==> config.mk <==
export PLATFORM = sky130hd
export DESIGN_NAME = m_xor_serial_seq
export DESIGN_NICKNAME = d
export VERILOG_FILES = /design/src/rtl/m_xor_serial_seq_pkg.sv /design/src/rtl/m_xor_serial_seq_xor.sv /design/src/rtl/m_xor_serial_seq.sv
export SDC_FILE = /design/constraint.sdc
export NUM_CORES = 1
export LEC_CHECK = 0
export BUFFER_PORTS_ARGS = -buffer_cell sky130_fd_sc_hd__clkbuf_2
export CAP_MARGIN = 20
export CORE_AREA = 2 2 85 87
export DETAILED_ROUTE_END_ITERATION = 10
export DIE_AREA = 0 0 87 89
export PLACE_DENSITY_LB_ADDON = 0.12
export SETUP_SLACK_MARGIN = 0.2
export SYNTH_ARGS = -nofsm -noshare
export SYNTH_HDL_FRONTEND = slang
export SYNTH_SLANG_ARGS = --single-unit
==> constraint.sdc <==
create_clock -name i_clk -period 1.9 [get_ports i_clk]
set_input_delay 0.19 -clock i_clk [delete_from_list [all_inputs] [get_ports i_clk]]
set_output_delay 0.19 -clock i_clk [all_outputs]
set_load 0.01 [all_outputs]
==> src/rtl/m_xor_serial_seq_pkg.sv <==
// Shared constants for the serial XOR sequencer: FSM encodings and the
// parity accumulation step.
package m_xor_serial_seq_pkg;

  typedef enum logic [1:0] {
    ST_IDLE = 2'd0,
    ST_RUN  = 2'd1,
    ST_DONE = 2'd2
  } state_e;

  function automatic logic f_par_step(input logic acc, input logic bit_v);
    return acc ^ bit_v;
  endfunction

endpackage

==> src/rtl/m_xor_serial_seq_xor.sv <==
// Single-bit XOR cell; the one shared resource the sequencer time-multiplexes.
module m_xor (
  input  logic a,
  input  logic b,
  output logic y
);

  assign y = a ^ b;

endmodule

==> src/rtl/m_xor_serial_seq.sv <==
// Bit-serial A XOR B engine: one bit pair per cycle through a shared m_xor,
// with a valid/ready request side and a valid/ready result side.
module m_xor_serial_seq
  import m_xor_serial_seq_pkg::*;
#(
  parameter int WIDTH = 16
) (
  input  logic             i_clk,
  input  logic             i_rst_n,
  input  logic             i_valid,
  output logic             o_ready,
  input  logic [WIDTH-1:0] i_a,
  input  logic [WIDTH-1:0] i_b,
  input  logic             i_abort,
  output logic             o_valid,
  input  logic             i_ready,
  output logic [WIDTH-1:0] o_result,
  output logic             o_parity,
  output logic             o_busy
);

  localparam int CNT_W = (WIDTH > 1) ? $clog2(WIDTH) : 1;

  state_e           state_r, state_nx_s;
  logic [WIDTH-1:0] a_r, a_nx_s;
  logic [WIDTH-1:0] b_r, b_nx_s;
  logic [WIDTH-1:0] res_r, res_nx_s;
  logic [CNT_W-1:0] cnt_r, cnt_nx_s;
  logic             par_r, par_nx_s;
  logic             bit_s;
  logic             ready_r, valid_r, busy_r, par_out_r;
  logic [WIDTH-1:0] result_out_r;

  m_xor u_xor (
    .a (a_r[0]),
    .b (b_r[0]),
    .y (bit_s)
  );

  // Next-state, datapath and abort-override logic
  always_comb begin
    state_nx_s = state_r;
    a_nx_s     = a_r;
    b_nx_s     = b_r;
    res_nx_s   = res_r;
    cnt_nx_s   = cnt_r;
    par_nx_s   = par_r;
    case (state_r)
      ST_IDLE: begin
        // ready_r is low for one cycle after reset release, so it gates acceptance
        if (i_valid && ready_r) begin
          a_nx_s     = i_a;
          b_nx_s     = i_b;
          res_nx_s   = {WIDTH{1'b0}};
          cnt_nx_s   = {CNT_W{1'b0}};
          par_nx_s   = 1'b0;
          state_nx_s = ST_RUN;
        end else begin
          state_nx_s = ST_IDLE;
        end
      end
      ST_RUN: begin
        a_nx_s   = {1'b0, a_r[WIDTH-1:1]};
        b_nx_s   = {1'b0, b_r[WIDTH-1:1]};
        res_nx_s = {bit_s, res_r[WIDTH-1:1]};
        par_nx_s = f_par_step(par_r, bit_s);
        if (cnt_r == CNT_W'(WIDTH - 1)) begin
          state_nx_s = ST_DONE;
        end else begin
          cnt_nx_s = cnt_r + CNT_W'(1);
        end
      end
      ST_DONE: begin
        if (i_ready) begin
          state_nx_s = ST_IDLE;
        end else begin
          state_nx_s = ST_DONE;
        end
      end
      default: begin
        state_nx_s = ST_IDLE;
      end
    endcase
    if (i_abort) begin
      state_nx_s = ST_IDLE;
      res_nx_s   = {WIDTH{1'b0}};
      par_nx_s   = 1'b0;
      cnt_nx_s   = {CNT_W{1'b0}};
    end else begin
      state_nx_s = state_nx_s;
    end
  end

  // State, datapath and registered outputs decoded from the next state
  always_ff @(posedge i_clk or negedge i_rst_n) begin
    if (!i_rst_n) begin
      state_r      <= ST_IDLE;
      a_r          <= {WIDTH{1'b0}};
      b_r          <= {WIDTH{1'b0}};
      res_r        <= {WIDTH{1'b0}};
      cnt_r        <= {CNT_W{1'b0}};
      par_r        <= 1'b0;
      ready_r      <= 1'b0;
      valid_r      <= 1'b0;
      busy_r       <= 1'b0;
      result_out_r <= {WIDTH{1'b0}};
      par_out_r    <= 1'b0;
    end else begin
      state_r      <= state_nx_s;
      a_r          <= a_nx_s;
      b_r          <= b_nx_s;
      res_r        <= res_nx_s;
      cnt_r        <= cnt_nx_s;
      par_r        <= par_nx_s;
      ready_r      <= (state_nx_s == ST_IDLE);
      valid_r      <= (state_nx_s == ST_DONE);
      busy_r       <= (state_nx_s != ST_IDLE);
      result_out_r <= (state_nx_s == ST_DONE) ? res_nx_s : {WIDTH{1'b0}};
      par_out_r    <= (state_nx_s == ST_DONE) ? par_nx_s : 1'b0;
    end
  end

  assign o_ready  = ready_r;
  assign o_valid  = valid_r;
  assign o_busy   = busy_r;
  assign o_result = result_out_r;
  assign o_parity = par_out_r;

endmodule

==> metrics list <==
* Pwr per Cell Area: 1050 mW/mm²
- Total Neg Setup Slack: 0 ps
- Endpoint class of the critical path: flop
- Post-CTS repair changed the size of 0 cells.
- The via count of the first global-routing pass came to 2,174.
- TritonCTS built the clock tree.
- Library cell occupying the most area in the post-synthesis netlist: sky130_fd_sc_hd__dfrtp_1
- Of the post-synthesis cell area, the dominant cell type holds 0.615.
- Each instance of the synthesized netlist takes up on average 10.9 µm².
- Of all nets on the critical path, the largest fanout is 19.
- Final Max Slew Viols: 0
- Routability Congestion: 0.791
* Upper clock frequency limit: 0.625 GHz
- CTS placed an instance of sky130_fd_sc_hd__clkbuf_8 at the clock tree root.
- On the worst path, the slowest cell contributes a delay of 540 ps.
- Worst slew margin relative to its limit: 0.681
* Critical path required time: 2140 ps
- On the final layout, the worst clock skew is 7.87 ps.
- Final-report setup violation count: 0
- The number of hold violations in the final report was 0.
- Global-route wire length before repair: 10,200 µm
- CP arrival: 1840 ps
* DR iter-0 viols: 89
- Number of fill cells in the layout: 597
- In this run, synthesis produced a sequential element count of 75.
- Total number of H-tree levels: 3
- The repair_antennas step left the layout with diodes totalling 0.
- Antenna violations before repair: 0
* Top Family by Delay on Critical Path: simple AND/OR/NAND/NOR gates
* Outcome: complete, no violations
* DRC violation count after routing: 0
* Layout area overhead: 20.7%
- Clock latency on the worst-skew pair: 340 ps
- Global-route total usage across every layer: 0.171
- The net count of the finished layout is 374.
- STA classifies the critical path startpoint as a flop.
- For this design the top-level I/O count stands at 57.
* Die height: 89 µm
- Across the VDD grid, the largest voltage drop is 0.404 mV.
- Leakage component of the power: 1.75 nW
- Length of the first detailed-routing pass in iterations: 4
* Std-Cell Rows: 30
* Setup repair after global routing missed its margin: no
- Clock-pin slew was measured on the worst setup and hold paths at 70 ps.
- For this configuration, the core starts out at a cell density of 0.454.
- By area the synthesized netlist is led by sky130_fd_sc_hd__dfrtp_1 (62%), sky130_fd_sc_hd__nor3_1 (6.2%), sky130_fd_sc_hd__o22ai_1 (6.2%), sky130_fd_sc_hd__nor2_1 (5.8%), sky130_fd_sc_hd__mux2i_1 (4.9%).
- Ys Warns: 0
- Dominant register cell in the synthesized netlist: sky130_fd_sc_hd__dfrtp_1
* Routed wirelength normalized by instance count: 14.5 µm
* Via count: 2,221
- Worst-case clock buffer depth: 2
- The synthesized netlist contains 30 unique library cells.
- The tool flagged a number of max-cap violations equal to 0.
- The tightest min-delay check is of the input pin to flop type.
- For this run the aggregate overflow at the end of global routing stands at 0.
- The count of nets left with antenna violations once routing finished came out at 0.
- Standard cell with the maximum stage delay on the critical path: sky130_fd_sc_hd__or4b_4
- TritonCTS created 9 clock buffers.
* Number of sinks on the clock net: 75
- Core Region: 0.00672 mm²
* Fraction of registers with async set/reset: 1.00
* Final core area utilization: 0.548
- Measured along the x axis, the die boundary spans 87 µm.
- Pin count of the biggest net entering global routing: 41
* Sum of routed wire length over all layers: 6100 µm
* Bufs and invs on worst path: 1
* Period Utilization, post-route: 0.842
* Cells after synthesis: 281
- The share of the Yosys chip area taken by registers is 0.615.
- Post-synth net total: 319
- The synthesized netlist occupies a cell area of 0.00305 mm².
- The count of buffers added on input and output ports is 56.
- Sorting the synthesized cells by how often they occur yields sky130_fd_sc_hd__dfrtp_1 (75), sky130_fd_sc_hd__nor2_1 (47), sky130_fd_sc_hd__nor3_1 (38).
- In the post-synthesis netlist, the cell with the most instances is sky130_fd_sc_hd__dfrtp_1.
* Vias per Instance: 5.29
* Shortest clock period the worst path allows after layout: 1600 ps
- The floorplan step defined a die boundary enclosing 0.00774 mm².
- Detailed placement finished with a half-perimeter wire length of 3980 µm.
- Number of synthesized flops with an enable pin: 0
- By startpoint and endpoint, the worst setup path is classified as flop to flop.
- In the final layout, the share of cells above drive strength 1 is 0.279.
- Transition time of the tightest slew-check pin: 479 ps
- Crit-path cells: or4b_4 > o31a_1 > buf_4 > nor3_1
logic make-up (layout without fill, tap and decap cells):
| group | after synthesis | count (layout) | share of synthesized area |
|---|---|---|---|
| compound gates | 47 | 47 | 0.0968 |
| xor+xnor | 1 | 1 | 0.00287 |
| fa+ha+maj | 1 | 1 | 0.00410 |
| buf+inv | 28 | 87 | 0.0443 |
| flops | 75 | 75 | 0.615 |
| mux | 15 | 15 | 0.0492 |
| simple gates | 114 | 114 | 0.188 |
power by group:
part / total [mW] / switching, mW / internal (mW)
logic: 0.559 / 0.310 / 0.249
clock network: 1.41 / 0.547 / 0.858
registers: 1.90 / 0.111 / 1.79
per-layer routing:
layer  GRT usage  share of wire  wire [µm]
met1       0.231           0.49       3010
met4      0.0767          0.015         90
met5           0              0          0
met3      0.0369          0.039        235
met2       0.266           0.45       2760
flip-flops by register name (all words and copies together), names as in the netlist:
| name | flops |
|---|---|
| cnt_r | 4 |
| o_valid | 1 |
| o_parity | 1 |
| a_r | 16 |
| b_r | 16 |
| o_ready | 1 |
| par_r | 1 |
| state_r | 2 |
| o_busy | 1 |
| res_r | 16 |
| o_result | 16 |
metrics by stage:
stage	area [µm²]	power (mW)	std cells	worst slack (ps)	hold slack (ps)
6_report	3680	3.87	420	301	52.0
5_1_grt	3680	4.08	420	228	52.9
4_1_cts	3680	3.93	420	266	42.4
3_5_place_dp	3450	2.50	404	285	189
3_3_place_gp	3450	2.48	404	335	186
2_1_floorplan	3050	2.29	281	444	-106
layout by cell type (no fill, tap or decap), types with 6 or more instances in the layout:
cell type / n
sky130_fd_sc_hd__clkbuf_2: 55
sky130_fd_sc_hd__mux2i_1: 15
sky130_fd_sc_hd__o22ai_1: 30
sky130_fd_sc_hd__nor3_2: 7
sky130_fd_sc_hd__dfrtp_1: 75
sky130_fd_sc_hd__nor2_1: 47
sky130_fd_sc_hd__clkbuf_8: 9
sky130_fd_sc_hd__nor3_1: 38
sky130_fd_sc_hd__a21oi_1: 7
sky130_fd_sc_hd__buf_4: 11
sky130_fd_sc_hd__nand3_1: 6
timing repair:
| item | 4_1_cts | 5_1_grt |
|---|---|---|
| hold endpoints to repair | 35 | 0 |
| hold buffers | 1 | 0 |
| buffers inserted | 0 | 0 |
worst reg2reg max path, stage by stage, from the launching register on:
cell and delay (ps):
sky130_fd_sc_hd__dfrtp_1 440, sky130_fd_sc_hd__or4b_4 540, sky130_fd_sc_hd__o31a_1 120, sky130_fd_sc_hd__buf_4 210
sky130_fd_sc_hd__nor3_1 190
worst paths after layout:
| check | start | endpoint | slack [ps] | depth (start not counted) |
|---|---|---|---|---|
| max in group asynchronous | i_rst_n | res_r[11] | 980 | 3 |
| max | state_r[0] | o_result[6] | 300 | 4 |
| min | i_b[15] | b_r[15] | 50 | 3 |
| min reg2reg | b_r[15] | b_r[15] | 500 | 2 |
| max reg2reg | state_r[0] | o_result[6] | 300 | 4 |
| min in group asynchronous | i_rst_n | a_r[3] | 360 | 2 |
cell type report:
type                       count  area (µm²)  share of cell area
timing repair buffer          69         408               0.111
tap                           80         100              0.0272
clock inverter                 6         105              0.0285
sequential                    75        1880               0.509
clock buffer                   9         124              0.0336
inverter                       3        11.3             0.00306
multi-input combinational    178        1060               0.288
Power figures use the tool's default switching activity.
